### src/rtl/bennett_phase_capture.sv
// Captures the adiabatic logic output once per Bennett instruction on the settled
// plateau of one clock phase, buffers it in a FWFT FIFO, and flags phase mis-sequencing.
module bennett_phase_capture #(
    parameter int unsigned PHASES    = 10,
    parameter int unsigned CAP_PHASE = 4,
    parameter int unsigned WIDTH     = 1,
    parameter int unsigned SETTLE    = 1,
    parameter int unsigned DEPTH     = 4
) (
    input  logic              clk,
    input  logic              reset,
    input  logic [PHASES-1:0] clkp,
    input  logic [WIDTH-1:0]  data_in,
    output logic [WIDTH-1:0]  out_data,
    output logic              out_valid,
    input  logic              out_ready,
    output logic              overflow,
    output logic              seq_err,
    output logic [15:0]       cap_count
);

    localparam int unsigned AW = $clog2(DEPTH);
    localparam int unsigned CW = AW + 1;
    localparam int unsigned SW = 4;

    typedef enum logic [1:0] {
        ST_IDLE,
        ST_WAIT,
        ST_HOLD
    } state_t;

    state_t            state;
    state_t            state_next;
    logic [SW-1:0]     cnt;
    logic [SW-1:0]     cnt_next;
    logic              sample;
    logic              plateau_err;

    logic [PHASES-1:0] clkp_q;
    logic [PHASES-1:0] rise;
    logic [PHASES-1:0] fall;
    logic [PHASES-1:0] prev_hi;
    logic [PHASES-1:0] next_lo;
    logic              order_err;

    logic [WIDTH-1:0]  mem [DEPTH];
    logic [AW-1:0]     wr_ptr;
    logic [AW-1:0]     rd_ptr;
    logic [AW-1:0]     rd_ptr_next;
    logic [CW-1:0]     count;
    logic [CW-1:0]     count_after_pop;
    logic [CW-1:0]     count_next;
    logic              full;
    logic              pop;
    logic              push;
    logic              drop;
    logic [WIDTH-1:0]  head_next;

    assign rise = clkp & ~clkp_q;
    assign fall = ~clkp & clkp_q;

    // Neighbour views: bit k sees phase k-1 (prev_hi) or k+1 (next_lo); end phases are unconstrained.
    assign prev_hi   = {clkp_q[PHASES-2:0], 1'b1};
    assign next_lo   = {1'b0, clkp_q[PHASES-1:1]};
    assign order_err = (|(rise & ~prev_hi)) | (|(fall & next_lo));

    always_ff @(posedge clk) begin
        if (reset) begin
            state <= ST_IDLE;
            cnt   <= '0;
        end else begin
            state <= state_next;
            cnt   <= cnt_next;
        end
    end

    always_comb begin
        state_next  = state;
        cnt_next    = cnt;
        sample      = 1'b0;
        plateau_err = 1'b0;
        case (state)
            ST_IDLE: begin
                if (rise[CAP_PHASE]) begin
                    if (SETTLE == 0) begin
                        sample     = 1'b1;
                        state_next = ST_HOLD;
                    end else begin
                        cnt_next   = SW'(SETTLE - 1);
                        state_next = ST_WAIT;
                    end
                end
            end
            ST_WAIT: begin
                // Phase dropped before settling: the sample would be meaningless.
                if (!clkp[CAP_PHASE]) begin
                    plateau_err = 1'b1;
                    state_next  = ST_IDLE;
                end else if (cnt == '0) begin
                    sample     = 1'b1;
                    state_next = ST_HOLD;
                end else begin
                    cnt_next = cnt - SW'(1);
                end
            end
            ST_HOLD: begin
                if (fall[CAP_PHASE]) begin
                    state_next = ST_IDLE;
                end
            end
            default: state_next = ST_IDLE;
        endcase
    end

    always_comb begin
        full            = (count == CW'(DEPTH));
        pop             = out_valid & out_ready;
        push            = sample & (~full | pop);
        drop            = sample & full & ~pop;
        count_after_pop = count - CW'(pop);
        count_next      = count_after_pop + CW'(push);
        rd_ptr_next     = rd_ptr + AW'(pop);
        // Head register tracks the word at the post-update read pointer.
        if (count_after_pop == '0) begin
            head_next = push ? data_in : out_data;
        end else begin
            head_next = mem[rd_ptr_next];
        end
    end

    always_ff @(posedge clk) begin
        if (!reset && push) begin
            mem[wr_ptr] <= data_in;
        end
    end

    always_ff @(posedge clk) begin
        if (reset) begin
            clkp_q    <= clkp;
            wr_ptr    <= '0;
            rd_ptr    <= '0;
            count     <= '0;
            out_valid <= 1'b0;
            out_data  <= '0;
            overflow  <= 1'b0;
            seq_err   <= 1'b0;
            cap_count <= '0;
        end else begin
            clkp_q    <= clkp;
            wr_ptr    <= wr_ptr + AW'(push);
            rd_ptr    <= rd_ptr_next;
            count     <= count_next;
            out_valid <= (count_next != '0);
            out_data  <= head_next;
            overflow  <= overflow | drop;
            seq_err   <= seq_err | order_err | plateau_err;
            cap_count <= cap_count + 16'(push);
        end
    end

endmodule

### config.mk
export PLATFORM = sky130hd
export DESIGN_NAME = bennett_phase_capture
export DESIGN_NICKNAME = d
export VERILOG_FILES = /design/src/rtl/bennett_phase_capture.sv
export SDC_FILE = /design/constraint.sdc
export NUM_CORES = 1
export LEC_CHECK = 0
export ABC_AREA = 1
export BUFFER_PORTS_ARGS = -buffer_cell sky130_fd_sc_hd__buf_2
export CORE_MARGIN = 5
export CORE_UTILIZATION = 55
export CTS_CLUSTER_DIAMETER = 80
export DETAILED_ROUTE_END_ITERATION = 8
export PLACE_DENSITY = 0.82
export SETUP_SLACK_MARGIN = 0.5
export SLEW_MARGIN = 20
export SYNTH_ARGS = -nofsm -noshare
export SYNTH_HDL_FRONTEND = slang
export SYNTH_SLANG_ARGS = --single-unit
### constraint.sdc
create_clock -name clk -period 2.4 [get_ports clk]
set_input_delay 0.6 -clock clk [delete_from_list [all_inputs] [get_ports clk]]
set_output_delay 0.6 -clock clk [all_outputs]
set_load 0.02 [all_outputs]
==> flow_summary.toml <==
[sta]
setup_viol = 0
drv_slew = 0
hold_viol = 0
grt_setup_unrepaired = "yes"
fin_skew_ns = 0.0135
fin_crit_ns = 1.97
slew_headroom = 0.704
worstMarginPinSlew_ns = 0.443
worst_hold_slack_ns = 0.405
tns_ns = 0
fin_crit_sh = 0.820
max_freq_mhz = 508

[global_route]
grt_usage = 0.184
met1_usage = 0.213
grt_pass1_vias = 1833
antenna_found_initial = 0
grt_max_degree = 23
grt.met2_usage = 0.316
top_usage_layer = "met2"
grt_pass1_wl_um = 7600
grtUsageMet3 = 0.0537
grt_overflow = 0

[synthesis]
synth_nets = 317
synth_top_area_frac = 0.400
synthCells = 294
synth_warnings = 0
synth_area_leaders = "dfxtp_1 40%, nand2_1 11%, inv_1 9.1%, nor2_1 8.4%, edfxtp_1 5.6%"
ys_seq_elements = 47
syn_avg_cell_area_um2 = 7.32
ys_seq_area_frac = 0.456
netlist_area_um2 = 2150
yosysUniqueCellTypes = 24
synth_top_cell_by_area = "dfxtp_1"

[job]
cap_viol_max_count = 0

[setup_path]
start_kind = "register"
required_ns = 2.60
crit_arrival_ns = 2.17
crit_type = "register to register"
rrSetupSlack_ns = 0.43
crit_fanout = 6
endpoint_kind = "register"

[clock_tree]
clk_pin_slew_ns = 0.08
cts_buffers = 5
ctsHtreeMaxLevel = 2
cts_sinks = 47
cts_tree = "done"
root_buffer = "clkbuf_8"
clock_latency_ns = 0.31
clock_path_buffers = 2

[outcome]
status = "finished clean"

[detailed_routing]
drc = 0
avgRoutedWirePerCell_um = 12.1
via_per_inst = 5.01
dr.pass1.iters = 4
ant_nets = 0
wirelength_um = 4760
drt_iter0_markers = 139
vias = 1979

[die]
pin_count = 34
core-area_um2 = 3720
initial_core_util = 0.579
die_h_um = 72.6
fp.dieArea_um2 = 5270
rows = 22
die_x_um = 72.6

[cells_and_area]
drive_gt1_frac = 0.245
mostFrequentLayoutCells = "62 x nand2_1, 46 x inv_1, 45 x nor2_1, 40 x dfxtp_1, 33 x buf_2"
fillCellCount = 280
nets = 369
mostFrequentLayoutCell = "nand2_1"
final_util = 0.724
syn2layout_area_growth_pct = 24.9
antenna_cells = 0

[place]
dp_hpwl_um = 3080
numPortBuffers = 33
gp_congestion = 0.839

[power_and_ir_drop]
leakage_uw = 0.00130
p_total_uw = 1860
power_density_nw_per_um2 = 692
ir_worst_vdd_mv = 0.686

[worst_hold_path]
holdCritPathClass = "input pin to register"
-- sequential cells by signal, summed over array words and instances (netlist names) --
signal	count
state	2
out_valid	1
clkp_q	10
rd_ptr	2
mem	4
cnt	4
cap_count	16
out_data	1
count	3
overflow	1
seq_err	1
wr_ptr	2
-- report_power, final --
| part | leakage [µW] | total (µW) | switching, µW | internal, µW |
|---|---|---|---|---|
| combinational | 0.000857 | 404 | 242 | 162 |
| sequential | 0.000389 | 879 | 32.6 | 846 |
| clock | 0.0000514 | 580 | 269 | 311 |
-- per-stage QoR --
step	cells	instance area [µm²]	setup WS, ns
6_report	395	2690	0.433
5_1_grt	395	2690	0.276
4_1_cts	387	2600	0.503
3_5_place_dp	373	2420	0.150
3_3_place_gp	373	2420	0.190
2_1_floorplan	294	2200	0.425
-- Yosys cell counts (all sizes together) --
cell / instances
nor2: 50
xor2: 2
nand3: 21
ha: 9
nand3b: 3
a31oi: 1
edfxtp: 4
o21a: 1
dfxtp: 43
nand2: 66
clkbuf: 2
inv: 53
xnor2: 3
nor3: 8
o21ai: 12
nand4: 4
a21oi: 12
-- final timing paths --
kind,from,endpoint,depth (start not counted)
setup / recovery,cnt[0]$_SDFFE_PP0P_,cap_count[12]$_SDFF_PP0_,13
hold / removal,clkp[0],clkp_q[0]$_DFF_P_,1
setup reg to reg,cnt[0]$_SDFFE_PP0P_,cap_count[12]$_SDFF_PP0_,13
hold reg to reg,cap_count[15]$_SDFF_PP0_,cap_count[15]$_SDFF_PP0_,2
-- per-layer routing --
metal,vias to the layer above,wire length (µm)
li1,1020,-
met2,55,2370
met1,892,2000
met3,12,269
met4,0,121
met5,-,0
-- kinds of logic after synthesis --
group / count (synthesis) / synth area share
buf+inv: 55 / 0.0959
xor+xnor: 5 / 0.0203
fa+ha+maj: 9 / 0.0523
compound gates: 26 / 0.0674
simple gates: 152 / 0.309
flops: 47 / 0.456
-- area by class of cell --
| cell class | instances | area (µm²) | share of cell area |
|---|---|---|---|
| Clock inverter | 2 | 37.5 | 0.0140 |
| Inverter | 53 | 199 | 0.0740 |
| Clock buffer | 6 | 72.6 | 0.0270 |
| Tap cell | 48 | 60.1 | 0.0223 |
| Multi-Input combinational cell | 192 | 1070 | 0.396 |
| Sequential cell | 47 | 985 | 0.366 |
| Timing Repair Buffer | 47 | 270 | 0.100 |
-- critical path, cell delays in order (launching register included) --
cell      delay, ns
dfxtp_2        0.33
inv_2          0.07
ha_4           0.14
nand2_4        0.06
nor2_4         0.14
nand2_2        0.07
inv_2          0.07
ha_4           0.14
ha_4           0.14
nand2_4        0.06
nor3_4         0.29
nand3b_1       0.14
o21ai_1        0.15
nor2_1         0.05
-- repair_timing --
item | in CTS | in global routing
pin swaps | 5 | 8
cloned | 0 | 0
endpoints found under the setup margin | 10 | 9
hold buffers | 0 | 0
buffers inserted | 6 | 8
resized for setup | 11 | 11
No activity file was read; power rests on OpenSTA's default activity.
